## config.mk

```make
export PLATFORM = sky130hd
export DESIGN_NAME = conv2d_kernel_sched
export DESIGN_NICKNAME = d
export VERILOG_FILES = /design/src/rtl/conv2d_pkg.sv /design/src/rtl/conv2d_kernel_sched.sv
export SDC_FILE = /design/constraint.sdc
export NUM_CORES = 1
export LEC_CHECK = 0
export ABC_AREA = 1
export BUFFER_PORTS_ARGS = -buffer_cell sky130_fd_sc_hd__buf_2
export CORE_AREA = 2 2 679 681
export DETAILED_ROUTE_END_ITERATION = 8
export DIE_AREA = 0 0 681 683
export PLACE_DENSITY = 0.3
export SYNTH_ARGS = -nofsm -noshare
export SYNTH_HDL_FRONTEND = slang
export SYNTH_SLANG_ARGS = --single-unit
```

## constraint.sdc

```tcl
create_clock -name clk -period 4.63 [get_ports clk]
set_clock_uncertainty 0.2 [all_clocks]
set_input_delay 0 -clock clk [delete_from_list [all_inputs] [get_ports clk]]
set_output_delay 0 -clock clk [all_outputs]
set_load 0.02 [all_outputs]
```

## src/rtl/conv2d_pkg.sv

```systemverilog
// Shared definitions for the conv2d kernel scheduler and the layer that instantiates it.
package conv2d_pkg;

    localparam logic [2:0] ST_IDLE  = 3'd0;
    localparam logic [2:0] ST_FETCH = 3'd1;
    localparam logic [2:0] ST_LOAD  = 3'd2;
    localparam logic [2:0] ST_START = 3'd3;
    localparam logic [2:0] ST_WAIT  = 3'd4;
    localparam logic [2:0] ST_OUT   = 3'd5;
    localparam logic [2:0] ST_DONE  = 3'd6;

    typedef enum logic [2:0] {
        S_IDLE  = ST_IDLE,
        S_FETCH = ST_FETCH,
        S_LOAD  = ST_LOAD,
        S_START = ST_START,
        S_WAIT  = ST_WAIT,
        S_OUT   = ST_OUT,
        S_DONE  = ST_DONE
    } sched_state_e;

    // A single-kernel job still needs a one-bit index.
    function automatic int kidx_width(input int kernel_total);
        if (kernel_total <= 1) begin
            return 1;
        end else begin
            return $clog2(kernel_total);
        end
    endfunction

    function automatic int result_width(input int bitwidth, input int double_scale, input int fmap_num);
        return bitwidth * (double_scale + 1) * fmap_num;
    endfunction

endpackage

```

## src/rtl/conv2d_kernel_sched.sv

```systemverilog
// Runs a multi-kernel job through a single-kernel conv2d_feature datapath,
// fetching weights per kernel and handing each channel result downstream.
module conv2d_kernel_sched
    import conv2d_pkg::*;
#(
    parameter int BITWIDTH                 = 8,
    parameter int IS_BITWIDTH_DOUBLE_SCALE = 1,
    parameter int FEATURE_MAP_NUM          = 9,
    parameter int KERNEL_SIZE              = 9,
    parameter int KERNEL_TOTAL             = 4,
    localparam int KW = kidx_width(KERNEL_TOTAL),
    localparam int RW = result_width(BITWIDTH, IS_BITWIDTH_DOUBLE_SCALE, FEATURE_MAP_NUM),
    localparam int FW = FEATURE_MAP_NUM * KERNEL_SIZE * BITWIDTH,
    localparam int WW = KERNEL_SIZE * BITWIDTH
) (
    input  logic          clk,
    input  logic          rst_n,
    input  logic          cmd_valid,
    output logic          cmd_ready,
    input  logic [FW-1:0] cmd_fmaps,
    input  logic          abort,
    output logic          w_rd_en,
    output logic [KW-1:0] w_addr,
    input  logic [WW-1:0] w_rdata,
    output logic [FW-1:0] feature_maps,
    output logic [WW-1:0] weights,
    output logic          calculate_start,
    input  logic          calculate_done,
    input  logic [RW-1:0] channel_out,
    output logic          res_valid,
    input  logic          res_ready,
    output logic [RW-1:0] res_data,
    output logic [KW-1:0] res_kidx,
    output logic          busy,
    output logic          job_done
);

    localparam logic [KW-1:0] K_LAST = KW'(KERNEL_TOTAL - 1);

    sched_state_e  state_r;
    logic [KW-1:0] k_r;
    logic [KW-1:0] k_inc_s;

    assign k_inc_s = k_r + KW'(1);

    // Job sequencer; every output is registered and set on entry to the state that owns it.
    always_ff @(posedge clk or negedge rst_n) begin
        if (!rst_n) begin
            state_r         <= S_IDLE;
            k_r             <= '0;
            cmd_ready       <= 1'b1;
            busy            <= 1'b0;
            w_rd_en         <= 1'b0;
            w_addr          <= '0;
            feature_maps    <= '0;
            weights         <= '0;
            calculate_start <= 1'b0;
            res_valid       <= 1'b0;
            res_data        <= '0;
            res_kidx        <= '0;
            job_done        <= 1'b0;
        end else begin
            w_rd_en         <= 1'b0;
            calculate_start <= 1'b0;
            job_done        <= 1'b0;
            if (abort) begin
                state_r   <= S_IDLE;
                k_r       <= '0;
                cmd_ready <= 1'b1;
                busy      <= 1'b0;
                res_valid <= 1'b0;
            end else begin
                case (state_r)
                    S_IDLE: begin
                        if (cmd_valid) begin
                            feature_maps <= cmd_fmaps;
                            k_r          <= '0;
                            w_addr       <= '0;
                            w_rd_en      <= 1'b1;
                            cmd_ready    <= 1'b0;
                            busy         <= 1'b1;
                            state_r      <= S_FETCH;
                        end else begin
                            state_r <= S_IDLE;
                        end
                    end
                    S_FETCH: begin
                        state_r <= S_LOAD;
                    end
                    // The RAM word for the strobe issued in FETCH is on w_rdata now.
                    S_LOAD: begin
                        weights         <= w_rdata;
                        calculate_start <= 1'b1;
                        state_r         <= S_START;
                    end
                    S_START: begin
                        state_r <= S_WAIT;
                    end
                    S_WAIT: begin
                        if (calculate_done) begin
                            res_data  <= channel_out;
                            res_kidx  <= k_r;
                            res_valid <= 1'b1;
                            state_r   <= S_OUT;
                        end else begin
                            state_r <= S_WAIT;
                        end
                    end
                    S_OUT: begin
                        if (res_ready) begin
                            res_valid <= 1'b0;
                            if (k_r == K_LAST) begin
                                job_done <= 1'b1;
                                state_r  <= S_DONE;
                            end else begin
                                k_r     <= k_inc_s;
                                w_addr  <= k_inc_s;
                                w_rd_en <= 1'b1;
                                state_r <= S_FETCH;
                            end
                        end else begin
                            state_r <= S_OUT;
                        end
                    end
                    S_DONE: begin
                        cmd_ready <= 1'b1;
                        busy      <= 1'b0;
                        state_r   <= S_IDLE;
                    end
                    default: begin
                        k_r       <= '0;
                        cmd_ready <= 1'b1;
                        busy      <= 1'b0;
                        res_valid <= 1'b0;
                        state_r   <= S_IDLE;
                    end
                endcase
            end
        end
    end

endmodule

```

==> metrics.md, run 1 <==
| Metric | Value |
|---|---|
| Final setup vio count | 0 |
| Slew HR | 12.9% |
| Max Slew Vio Count | 0 |
| Crit path max fanout | 51 |
| Routed wire length | roughly 320 mm |
| Final Hold Viols | 0 |
| Critical Path RT | 5.17 ns |
| Post-synth net total | between 4000 and 5000 |
| DR vias | 39000 |
| CTS resizes | 0 |
| H-tree Lvls | 4 |
| Share of the synthesized area in the top cell type | 65.2% |
| Post-route DRC | 0 |
| DRT Pass-1 Iters | 5 |
| Die Wd | 681 um |
| Worst Setup SP | abort |
| Post-Syn Area | 33700 um^2 |
| CP Data Arrival Time | a little under 4 ns |
| Gate count of the mapped netlist | 3743 |
| Final Cycle Share | 71.9% |
| Initial drt markers | around 2200 |
| PD cells | a little under 500 nW/um^2 |
| Met2 usage | ~22% |
| Fmax | 300 MHz |
| Post-synthesis sequential area ratio | 65.3% |
| Syn Area/Cell | 9.00 um^2 |
| Layout cells sized above 1 | 27.5% |
| Distinct cells, synth | 23 |
| Worst Setup Start Kind | input pin |
| Setup crit end kind | flop |
| Most common cell after layout, fill and taps aside | nand2_1 |
| Die area | 465000 um^2 |
| Met1 Use GR | 14.9% |
| Met3 global-route usage | 5.23% |
| Syn-to-layout area delta | 113% |
| Post-DRT Antenna Nets | 0 |
| Crit Path Category | input pin to flop |
| Post-DP Area | 49500 um^2 |
| CTS max path bufs | 4 |
| RSZ-0062 raised after global routing | no |
| CTS tree | yes |
| Top post-synthesis cells by area | dfrtp_1, nand2_1, o21ai_0, buf_6, inv_1 |
| Worst slew pin tran | 1.31 ns |
| Most used routing layer | met2 |
| Max_cap viols | 0 |
| CTS clk-pin slew, worst paths | 0.05 ns |
| Status | complete, no violations |
| CTS sink cnt | 879 |
| Final Worst Setup Slack | 1.30 ns |
| Seq cells post-synth | 879 |
| Yosys top cell by area | dfrtp_1 |
| DIE HEIGHT | between 600 and 700 um |
| I/O pin cnt | 1744 |
| GRT Total Usage | 13.0% |
| Initial antenna violation count | 84 |
| Vias in the first global route | 41100 |
| Most frequent cells in the layout | nand2_1, dlygate4sd3_1, buf_2 |
| Hold Startpoint | channel_out[41] |
| Initial Util | 7.35% |
| GRT overflow | 0 |
| Detailed placement HPWL | 262 mm |
| Largest net degree at the start of global routing | about 150 |
| Leakage | 36.2 nW |
| Root Buffer | clkbuf_16 |
| Routability cong. | 0.882 |
| Hold crit path type | input pin to flop |
| Setup TNS | 0 ns |
| Final Cell Area | 71900 um^2 |
| Clock latency on the worst-skew pair | approximately 0.8 ns |
| First-pass GRT wire length | 403 mm |
| Number of port buffers | 1743 |
| Num rows | 249 |
| Min Tclk post-route | roughly 3.3 ns |
| Core Area | 458000 um^2 |
| Final nets | between 8000 and 9000 |
| Critical R2R Launch | state_r[2] |
| Place WS | 1.57 ns |
| Drt via density | 2.87 |
| DR WL/cell | 23.3 um |
| Synth warn | 0 |
| Total CTS buffers | 138 |
| Maximum vdd drop | between 0.3 and 0.4 mV |
synthesized netlist by cell type:
cell type / n
a21oi_1: 1
a31oi_1: 2
buf_1: 6
buf_2: 78
buf_4: 32
buf_6: 58
clkbuf_1: 18
dfrtp_1: 878
dfstp_2: 1
ha_1: 2
inv_1: 156
inv_2: 2
inv_4: 1
nand2_1: 2330
nand3_1: 16
nand3_4: 1
nand4_1: 1
nand4_4: 2
nor2_1: 9
nor2_2: 1
nor2_8: 1
o21ai_0: 134
o21ai_1: 13
worst max-delay path: stages:
cell	delay, ns
dlygate4sd3_1	0.58
dlygate4sd3_1	0.65
buf_2	0.21
inv_2	0.20
nand4_4	0.35
inv_2	0.80
buf_4	0.35
nand2_1	0.07
nand2_1	0.06
dlygate4sd3_1	0.54
kinds of logic (layout without fill, tap and decap cells):
logic type,after synthesis,count (layout),share of synthesized area [%]
adder cells (fa/ha/maj),2,2,0.0742
AO/OA/AOI/OAI,150,150,2.23
AND/OR/NAND/NOR,2361,2361,26.6
flip-flops,879,879,65.3
buffers and inverters,351,3984,5.85
other,0,41,0
per-stage QoR:
| stage | utilization (%) | cells | total power [W] | hold WS [ns] |
|---|---|---|---|---|
| floorplan | - | 3743 | 0.0161 | -0.496 |
| global placement | 10.8 | 11500 | 0.0234 | -0.151 |
| detailed placement | 10.8 | 11500 | 0.0233 | -0.150 |
| CTS | 15.7 | 13500 | 0.0361 | 0.00779 |
| global route | 15.7 | 13500 | 0.0371 | 0.0393 |
| finish | 15.7 | 13600 | 0.0350 | 0.0407 |
layout make-up:
type                            count  area [um^2]
Antenna cell                       41          103
Sequential cell                   879        22000
Timing Repair Buffer             3586        27300
Inverter                          159          613
Tap cell                         6149         7690
Multi-Input combinational cell   2513         9730
Clock buffer                      200         4110
Fill cell                       52400       386000
Clock inverter                     39          385
what timing repair did:
| item | 4_1_cts | 5_1_grt |
|---|---|---|
| endpoints found under the hold margin | 1754 | 0 |
| hold buffers | 1784 | 0 |
| buffers inserted | 0 | 0 |
power breakdown:
group	internal (W)	switching, W
combinational	0.00390	0.00903
sequential	0.00988	0.00135
clock	0.00644	0.00442
total	0.0202	0.0148
final timing paths:
kind	end	slack (ns)	cells past startpoint
max	weights[14]	1.30	10
min	res_data[41]	0.04	4
max reg2reg	weights[14]	1.43	7
min reg2reg	res_valid	0.27	2
max in group asynchronous	cmd_ready	3.06	5
min in group asynchronous	weights[29]	0.31	4
flip-flops by register name, summed over array words and instances (netlist names), 2 cells and up:
register,flops
feature_maps,648
state_r,3
w_addr,2
res_kidx,2
k_r,2
res_data,144
weights,72
routing by layer:
layer  share of wire (%)  up-vias
li1                    -    18400
met2                  47     1410
met1                  40    18700
met5               0.047        -
met3                 9.4      360
met4                 3.8       24
No activity file was read; power rests on OpenSTA's default activity.
==> run 2: changes to the inputs <==
- clock period: 4.63 -> 2.9 ns (I/O delays scaled with it)
==> metrics.md, run 2 (synthesis gave the netlist of run 1 again) <==
| Metric | Value |
|---|---|
| Register area | 22000 um^2 |
| Worst R2R End | feature_maps[416] |
| Slew HR | 34.4% |
| Worst hold margin | roughly 0.0080 ns |
| Fmax | 357 MHz |
| Multi-input gate area | 9730 um^2 |
| Setup crit end kind | flop |
| Buf/Inv on CP | 7 |
| Most frequent cells in the layout | nand2_1, dlygate4sd3_1, buf_2 |
| Worst slew pin tran | 0.985 ns |
| Crit path max fanout | 66 |
| Vias in the first global route | 42800 |
| Hold Startpoint | cmd_fmaps[592] |
| Clock latency on the worst-skew pair | 0.81 ns |
| First-pass GRT wire length | around 410 mm |
| DIE HEIGHT | ~680 um |
| Post-DRT Antenna Nets | 0 |
| Hold EP | feature_maps[592] |
| Final Cycle Share | 96.6% |
| Detailed placement HPWL | 266 mm |
| Num rows | 249 |
| Final Hold Viols | 0 |
| CTS max path bufs | 4 |
| Largest register FFs | 648 |
| Syn-to-layout area delta | 125% |
| Crit Path Category | input pin to flop |
| RSZ-0062 raised after global routing | no |
| I/O pin cnt | 1744 |
| CTS sink cnt | between 800 and 900 |
| Routed wire length | 319 mm |
| Total CTS buffers | 137 |
| Hold crit path type | input pin to flop |
| Root Buffer | clkbuf_16 |
| Die Wd | 681 um |
| Cell Chain, Critical Path | dlygate4sd3_1 > dlygate4sd3_1 > buf_2 > inv_2 > nand3_4 > inv_16 > buf_16 > nand2_1 > nand2_1 > dlygate4sd3_1 |
| H-tree Lvls | 4 |
| Place WS | between 0.5 and 0.6 ns |
| Slowest stage delay, CP | 0.64 ns |
| Worst R2R Path Depth | 7 |
| Initial antenna violation count | 90 |
| Power Total | 0.0575 W |
| Largest net degree at the start of global routing | between 100 and 150 |
| Number of port buffers | 1743 |
| PD cells | approximately 760 nW/um^2 |
| DR WL/cell | 23.0 um |
| Initial Util | 7.35% |
| GRT Total Usage | 13.2% |
| Maximum vdd drop | 0.416 mV |
| Hold depth | 4 |
| Final Worst Setup Slack | 0.0994 ns |
| Leakage | 37.7 nW |
| Min Tclk post-route | 2.80 ns |
| Max Slew Vio Count | 0 |
| Most common cell on crit path | dlygate4sd3_1 |
| Critical R2R Launch | state_r[1] |
| Post-route DRC | 0 |
| Setup TNS | 0 ns |
| Status | complete, no violations |
| Core Area | 458000 um^2 |
| Drt via density | about 2.9 |
| Final nets | ~8500 |
| # fillers | around 52000 |
| Slack of the worst reg-to-reg path | 0.17 ns |
| Layout cells sized above 1 | 26.7% |
| Worst Setup Start Kind | input pin |
| CTS clk-pin slew, worst paths | 0.05 ns |
| Largest registers | feature_maps: 648 flops, res_data: 144 flops, weights: 72 flops |
| DRT Pass-1 Iters | 6 |
| DR vias | 40800 |
| Routability cong. | 0.887 |
| CTS tree | yes |
| Die area | ~470000 um^2 |
| CP Data Arrival Time | roughly 3.4 ns |
| Max_cap viols | 0 |
| Most common cell after layout, fill and taps aside | nand2_1 |
| Critical-path top delay cell | dlygate4sd3_1 |
| Critical Path RT | 3.45 ns |
| Final setup vio count | 0 |
| Initial drt markers | 2221 |
| Most flop-heavy register | feature_maps |
| GRT overflow | 0 |
| CP top delay family | buffers and inverters |
## run 2: cell count changes in the layout (fill, tap and decap cells not counted), moves of 4 or more
cell	before	now
bufinv_16	5	12
clkinvlp_4	2	6
clkinv_2	22	13
diode_2	41	27
dlygate4sd3_1	1783	2093
buf_12	20	38
buf_4	39	61
## run 2: what timing repair did
action,CTS,global route
gates resized for setup,0,1
buffers inserted,0,2
hold endpoints to repair,1757,0
hold buffers,2094,0
endpoints found under the setup margin,0,5
## run 2: worst max path at each step
stage / start / to / slack (ns) / cells after the start
2_1_floorplan: state_r[1] / feature_maps[285] / 1.28 / 8
4_1_cts: state_r[1] / feature_maps[416] / 0.12 / 7
6_report: abort / feature_maps[416] / 0.1 / 10
5_1_grt: state_r[1] / feature_maps[416] / 0.02 / 7
3_3_place_gp: state_r[1] / feature_maps[212] / 0.54 / 7
3_5_place_dp: state_r[1] / feature_maps[225] / 0.54 / 7
## run 2: worst register-to-register path: stages (launching register included)
cell and delay (ns):
dfrtp_1 0.51, nor2_8 0.22, nand3_4 0.17, inv_16 0.25, buf_16 0.42, nand2_1 0.26
nand2_1 0.10, dlygate4sd3_1 0.55
## run 2: report_power, final
group	internal [W]	switching (W)	leakage (nW)
Combinational	0.00701	0.0147	24.3
Sequential	0.0158	0.00220	11.1
Clock	0.0107	0.00706	2.26
## run 2: through the flow
stage          util [%]  instances  area [um^2]
2_1_floorplan         -       3743        33700
3_3_place_gp       10.9      11500        50000
3_5_place_dp       10.9      11500        50000
4_1_cts            16.5      13900        75600
5_1_grt            16.5      13900        75700
6_report           16.5      13900        75700
## run 2: per-layer routing
layer	GRT usage (%)	up-vias	part of all wire [%]
met5	0	-	0.062
met1	15.0	19700	39
met2	22.3	1568	48
met4	4.27	28	3.7
li1	-	19100	-
met3	5.41	372	9.6
## run 2: layout make-up
cell class / count / share of cell area (%)
Timing Repair Buffer: 3937 / 40.9
Inverter: 159 / 0.810
Tap cell: 6149 / 10.2
Multi-Input combinational cell: 2513 / 12.9
Antenna cell: 27 / 0.0893
Clock inverter: 42 / 0.807
Clock buffer: 197 / 5.31
Sequential cell: 879 / 29.1
